--- config.mk ---
export PLATFORM = sky130hd
export DESIGN_NAME = reg_file_n
export DESIGN_NICKNAME = d
export VERILOG_FILES = /design/src/rtl/reg_file_n.sv
export SDC_FILE = /design/constraint.sdc
export NUM_CORES = 1
export LEC_CHECK = 0
export CORE_MARGIN = 2
export CORE_UTILIZATION = 51
export CTS_BUF_LIST = sky130_fd_sc_hd__clkbuf_4 sky130_fd_sc_hd__clkbuf_8
export DETAILED_ROUTE_END_ITERATION = 8
export PLACE_DENSITY = 0.89
export SETUP_SLACK_MARGIN = 0.02
export SLEW_MARGIN = 40
export SYNTH_ARGS = -nofsm -noshare
export SYNTH_HDL_FRONTEND = slang
export SYNTH_SLANG_ARGS = --single-unit
--- constraint.sdc ---
create_clock -name clk -period 4.6 [get_ports clk]
set_input_delay 0.92 -clock clk [delete_from_list [all_inputs] [get_ports clk]]
set_output_delay 0.92 -clock clk [all_outputs]
set_load 0.1 [all_outputs]
--- src/rtl/reg_file_n.sv ---
// reg_file_n: parametrised register file with one bus write, one combinational
// bus read, a PSW flags register and a scoreboarded writeback port for
// multi-cycle units that return a low and an optional high result word.
module reg_file_n #(
  parameter int unsigned WIDTH = 8,
  parameter int unsigned NREG  = 4,
  parameter int unsigned AW    = $clog2(NREG)
) (
  input  logic                  clk,
  input  logic                  rst,
  input  logic                  wr_en,
  input  logic [AW-1:0]         wr_addr,
  input  logic [WIDTH-1:0]      wr_data,
  input  logic                  rd_en,
  input  logic [AW-1:0]         rd_addr,
  output logic [WIDTH-1:0]      dout,
  output logic                  dout_oe,
  output logic                  stall,
  input  logic                  ext_start,
  input  logic [AW-1:0]         ext_lo_addr,
  input  logic [AW-1:0]         ext_hi_addr,
  input  logic                  ext_hi_en,
  output logic                  ext_ready,
  input  logic                  ext_valid,
  input  logic [WIDTH-1:0]      ext_lo_data,
  input  logic [WIDTH-1:0]      ext_hi_data,
  output logic [NREG-1:0]       busy,
  input  logic                  flags_we,
  input  logic [WIDTH-1:0]      flags_mask,
  input  logic [WIDTH-1:0]      flags_in,
  output logic [WIDTH-1:0]      flags_out,
  output logic [NREG*WIDTH-1:0] dshow
);

  typedef enum logic {
    IDLE = 1'b0,
    PEND = 1'b1
  } state_e;

  state_e               state_q, state_d;
  logic [WIDTH-1:0]     regs_q [NREG];
  logic [WIDTH-1:0]     regs_d [NREG];
  logic [WIDTH-1:0]     flags_q, flags_d;
  logic [NREG-1:0]      busy_q, busy_d;
  logic [AW-1:0]        lo_addr_q, lo_addr_d;
  logic [AW-1:0]        hi_addr_q, hi_addr_d;
  logic                 hi_en_q, hi_en_d;

  logic                 wr_ok;
  logic                 rd_ok;

  // Bus requests are granted only when the addressed register is not locked.
  always_comb begin
    wr_ok   = wr_en && !busy_q[wr_addr];
    rd_ok   = rd_en && !busy_q[rd_addr];
    stall   = (wr_en && busy_q[wr_addr]) || (rd_en && busy_q[rd_addr]);
    dout_oe = rd_ok;
    dout    = rd_ok ? regs_q[rd_addr] : '0;
  end

  // Writeback FSM, busy scoreboard, register and flags next-state.
  always_comb begin
    state_d   = state_q;
    busy_d    = busy_q;
    lo_addr_d = lo_addr_q;
    hi_addr_d = hi_addr_q;
    hi_en_d   = hi_en_q;
    flags_d   = flags_q;
    regs_d    = regs_q;

    // Bus write lands first; ext targets are locked so they never collide,
    // and on a same-cycle ext_start the lock only applies from next cycle.
    if (wr_ok) begin
      regs_d[wr_addr] = wr_data;
    end

    case (state_q)
      IDLE: begin
        if (ext_start) begin
          lo_addr_d           = ext_lo_addr;
          hi_addr_d           = ext_hi_addr;
          hi_en_d             = ext_hi_en;
          busy_d              = '0;
          busy_d[ext_lo_addr] = 1'b1;
          if (ext_hi_en) begin
            busy_d[ext_hi_addr] = 1'b1;
          end
          state_d = PEND;
        end
      end
      PEND: begin
        if (ext_valid) begin
          regs_d[lo_addr_q] = ext_lo_data;
          // High word is written last so it wins when both addresses match.
          if (hi_en_q) begin
            regs_d[hi_addr_q] = ext_hi_data;
          end
          busy_d  = '0;
          state_d = IDLE;
        end
      end
      default: begin
        state_d = IDLE;
      end
    endcase

    if (flags_we) begin
      flags_d = (flags_q & ~flags_mask) | (flags_in & flags_mask);
    end
  end

  // State register with asynchronous active-low reset.
  always_ff @(posedge clk or negedge rst) begin
    if (!rst) begin
      state_q   <= IDLE;
      busy_q    <= '0;
      lo_addr_q <= '0;
      hi_addr_q <= '0;
      hi_en_q   <= 1'b0;
      flags_q   <= '0;
      for (int i = 0; i < int'(NREG); i++) begin
        regs_q[i] <= '0;
      end
    end else begin
      state_q   <= state_d;
      busy_q    <= busy_d;
      lo_addr_q <= lo_addr_d;
      hi_addr_q <= hi_addr_d;
      hi_en_q   <= hi_en_d;
      flags_q   <= flags_d;
      for (int i = 0; i < int'(NREG); i++) begin
        regs_q[i] <= regs_d[i];
      end
    end
  end

  assign ext_ready = (state_q == IDLE);
  assign busy      = busy_q;
  assign flags_out = flags_q;

  // Debug view of all registers, register k in slice k.
  for (genvar k = 0; k < int'(NREG); k++) begin : g_dshow
    assign dshow[k*WIDTH +: WIDTH] = regs_q[k];
  end

endmodule
# After elaboration in Yosys (flattened, before gate mapping)
# Cells that the tools add are included.
[word_totals]
reg_bits = 50
latch_bits = 0
ramBits = 0
mem_bits_ro = 0
inputBits = 56
out_inout_bits = 55
elab_cells = 81
mem_count = 0
[classes]
addsub = 0
multipliers = 0
div_mod_pow = 0
order_cmp = 13
n_eq_ne = 2
shift = 0
mux = 32
bitwise_logic = 10
reduce_logical = 14
[op_table]
columns = ["operator", "n"]
rows = [
  ["32-bit two-way mux", 4],
  ["32-bit bitwise mux", 3],
  ["8-bit demux with 2-bit select", 3],
  ["8-bit two-way mux", 6],
  ["8-bit bitwise AND", 2],
  ["8-bit binary-select mux with 2-bit select", 1],
  ["3-bit greater-or-equal comparator (second input constant)", 4],
  ["2-bit by 3-bit less-than comparator with 1-bit output (second input constant)", 4],
  ["4-bit two-way mux", 3],
  ["2-bit inverter with 3-bit output", 4],
  ["1-bit logical AND", 9],
  ["3-bit by 1-bit less-than comparator with 1-bit output (second input constant)", 3],
  ["8-bit inverter", 1],
  ["8-bit bitwise OR", 1],
  ["4-bit case mux with 2 select lines", 1],
  ["1-bit two-way mux", 6],
  ["1-bit binary-select mux with 2-bit select", 2],
  ["1-bit demux with 2-bit select", 2],
  ["2-bit by 1-bit greater-or-equal comparator with 1-bit output (second input constant)", 2],
  ["2-bit != test (second input constant)", 2],
  ["4-bit bitwise OR", 1],
  ["2-bit AND reduction", 2],
  ["1-bit zero test", 2],
  ["1-bit case mux with 2 select lines", 1],
  ["other kinds (2)", 2],
]

# Logic depth before layout (Yosys ltp)
[logic_depth]
depth_word = 12
ltp_mapped = 5
depth_no_buf = 3

# Least setup slack after synthesis
# Ideal clock, no wire load.
[synth_timing]
path_type = "input -> output"
from = "input port rd_addr[0]"
to = "output port dout[0]"
t_arrival_ps = 3108
t_required_ps = 3680
setup_slack_ps = 572
cell_stages = 4
n_path_buf = 1
cell_sequence = "buf_6 > mux4_2 > nand2b_4 > nor2b_1"
[synth_between]
elab_chain_cells = 5
elab_cells_between_ends = 9
cone_classes = "mux: 6; bitwise: 1; reduce/logical: 2"
[synth_lines]
columns = ["item", "line_no", "text"]
rows = [
  ["start: declaration", "15", "input logic [AW-1:0] rd_addr,"],
  ["2-bit inverter with 3-bit output (not written as such) or 1-bit binary-select mux with 2-bit select (tied branches)", "58, 55", ""],
  ["8-bit binary-select mux with 2-bit select or 1-bit two-way mux (tied branches)", "58, 55", ""],
  ["8-bit two-way mux (not written as such) or 1-bit zero test (tied branches)", "58, 55", ""],
  ["8-bit two-way mux (not written as such) or 1-bit logical AND (tied branches)", "58, 55", ""],
  ["8-bit two-way mux (*)", "58", "dout = rd_ok ? regs_q[rd_addr] : '0;"],
  ["end: declaration", "16", "output logic [WIDTH-1:0] dout,"],
]
# Mark *: on every way between the ends. The rest lies on a longest branch, timed or not. The select of a mux whose other input is x is not followed.

# Final worst setup path
[layout_timing]
from = "input port rd_addr[1]"
to = "output port dout[0]"
# Same word-level chain as after synthesis.

==> key figures <==
Setup path
  – CP bufs+invs: 2
  – Worst reg2reg path depth: 3
  – Cell family with most CP delay: buffers and inverters
  – CP Capture Type: output pin
  – Slowest cell on the critical path: clkdlybuf4s50_1
  – Worst R2R Setup Slack: 2.44 ns
  – WS Path Type: input pin to output pin
  – Crit path largest cell delay: 0.82 ns
  – Critical Path Fanout Max: 9
  – Reg-to-reg startpoint: hi_addr_q[0]
  – Arrival time at the worst endpoint: 2.83 ns
  – Crit path cell chain: clkdlybuf4s50_1 > mux4_2 > nand2b_4 > nor2b_1 > buf_12
  – Worst EP required: 3.68 ns
  – Reg2reg end: dshow[24]
  – Critical Path Source Type: input pin

Logic synthesis
  – #FFs+latches synth: 50
  – Register area share after synthesis: 39.1%
  – Syn_area_per_cell: 10.8 µm²
  – Ys Warns: 0
  – Syn_nets: 353
  – Yosys cell types: 38
  – Async set-reset flop share out of synthesis: 100%
  – Top_reg_cell synth: dfrtp_1
  – Mapped Area: 3200 µm²
  – Syn Inst Count: 297
  – Post-synth EDFFs: 0

Die
  – Die Area: 6920 µm²
  – Core box area: 5990 µm²
  – Io pins: 111
  – Initial Util: 53.4%
  – Rows: 28
  – Die Width: 83.2 µm
  – Die H: 83.2 µm

Power
  – Worst vdd rail ir drop: 0.000552 V
  – Leak: 1.77 nW
  – Pwr/cell area: 750 nW/µm²

Clock tree
  – Clock Root Buffer: clkbuf_8
  – CTS max path bufs: 2
  – CTS resizes: 0
  – CTS buffer count: 5
  – Hold_buf cts: 0
  – Setup Buffers After CTS: 0
  – Worst-path clk slew: 0.09 ns
  – Htree depth: 2
  – Clk sinks: 50
  – Clk_lat worst skew: 0.32 ns
  – CTS tree: built

Drt
  – Detailed-route via count: 3097
  – First-pass DRT Iterations: 5
  – Final ANT Viol Nets: 0
  – DRC Markers: 0
  – Vias/cell: 6.66
  – Number of DRC markers in iteration 0: 262
  – Routed WL: 9.77 mm
  – Routed length per instance: 21.0 µm

Timing
  – Final period util: 81.5%
  – Unrepaired setup endpoints after global routing: false
  – Fmax: 267 MHz
  – Slew margin rel.: 46.4%
  – Setup_tns: 0 ns
  – Final setup violation count: 0
  – Layout Skew: 0.00542 ns
  – Final Max Tran Viols: 0
  – Min Tclk post-route: 3.75 ns
  – Final hold vios: 0
  – Worst-margin pin slew: 0.799 ns

GRT
  – Number of global-route vias before repair: 2941
  – First-pass GRT wire length: 15.3 mm
  – Gr usage total: 27.7%
  – Initial antenna violation count: 0
  – Largest net degree at the start of global routing: 51
  – Global route total overflow: 0

Final layout
  – Most frequent cells in the layout: clkdlybuf4s50_1 (54), dfrtp_1 (47), buf_2 (45)
  – Layout area overhead: 32.6%
  – Post-Route Utilization: 70.8%
  – N_diodes: 0
  – Layout cells sized above 1: 25.4%
  – Most common library cell in the layout ignoring fill and taps: clkdlybuf4s50_1
  – Final nets: 445

Place
  – IO buf count: 110
  – Final RePlAce weighted congestion: 0.818
  – Detail Placement HPWL: 6.76 mm

Min path
  – HP Class: register to register
  – Hold Crit Depth: 1

Run
  – Max-cap violations: 0

Status
  – Status: finished, final reports clean
per-layer routing:
layer | part of all wire [%] | track usage, % | wire (µm) | up-vias
met1 | 41 | 37.0 | 3980 | 1538
met4 | 2.6 | 9.54 | 258 | 0
met2 | 49 | 45.7 | 4820 | 164
li1 | - | - | - | 1370
met3 | 7.3 | 4.97 | 715 | 25
met5 | 0 | 0 | 0 | -
metrics by stage:
step	hold slack, ns	cells	setup slack, ns	cell area, µm²	power, mW
floorplan	0.515	297	0.572	3200	2.45
global placement	0.486	457	0.905	4360	3.01
detailed placement	0.490	457	0.861	4140	2.89
CTS	0.510	465	0.856	4240	3.16
global route	0.517	465	0.762	4240	3.28
finish	0.509	465	0.850	4240	3.18
synthesized netlist by cell type, drive strengths merged (2+ instances only):
cell type / instances / area share [%]
mux4: 10 / 7.2
nor2b: 12 / 2.4
clkbuf: 15 / 1.8
o32a: 3 / 0.94
and4b: 16 / 5.0
a21oi: 4 / 1.3
and4: 8 / 2.2
nand3b: 2 / 0.47
mux2i: 33 / 10
inv: 6 / 0.70
nand2b: 4 / 1.0
nand3: 3 / 0.47
o21ai: 9 / 1.4
o22ai: 32 / 6.3
mux2: 9 / 3.2
a31oi: 33 / 6.5
and4bb: 2 / 0.78
nor4bb: 8 / 2.5
dfrtp: 50 / 39
buf: 13 / 2.6
nand2: 17 / 2.0
area by class of cell:
class	count	area, µm²
clock buffers	7	90.1
clock inverters	1	5.00
fillers	463	1750
inverters	6	22.5
multi-input cells	213	1790
flip-flops and latches	50	1250
well taps	75	93.8
repair buffers	113	983
power breakdown:
part	internal, mW	leakage [nW]	switching (mW)	total, mW
sequential	0.602	0.604	0.176	0.777
clock	0.128	0.0517	0.157	0.285
combinational	0.479	1.12	1.64	2.12
cells by family after synthesis:
logic type	share of synthesized area (%)
AND/OR/NAND/NOR	18.2
flip-flops	39.1
multiplexers	20.7
AO/OA/AOI/OAI	16.9
buffers and inverters	5.09
worst max path at each step:
stage	endpoint	cells past startpoint	startpoint	slack, ns
final	dout[0]	5	rd_addr[1]	0.85
after global routing	dout[1]	5	rd_addr[1]	0.76
after CTS	dout[3]	5	rd_addr[1]	0.86
after detailed placement	dout[3]	5	rd_addr[1]	0.86
after global placement	dout[3]	5	rd_addr[1]	0.90
after floorplan	dout[0]	4	rd_addr[0]	0.57
Power figures use the tool's default switching activity.
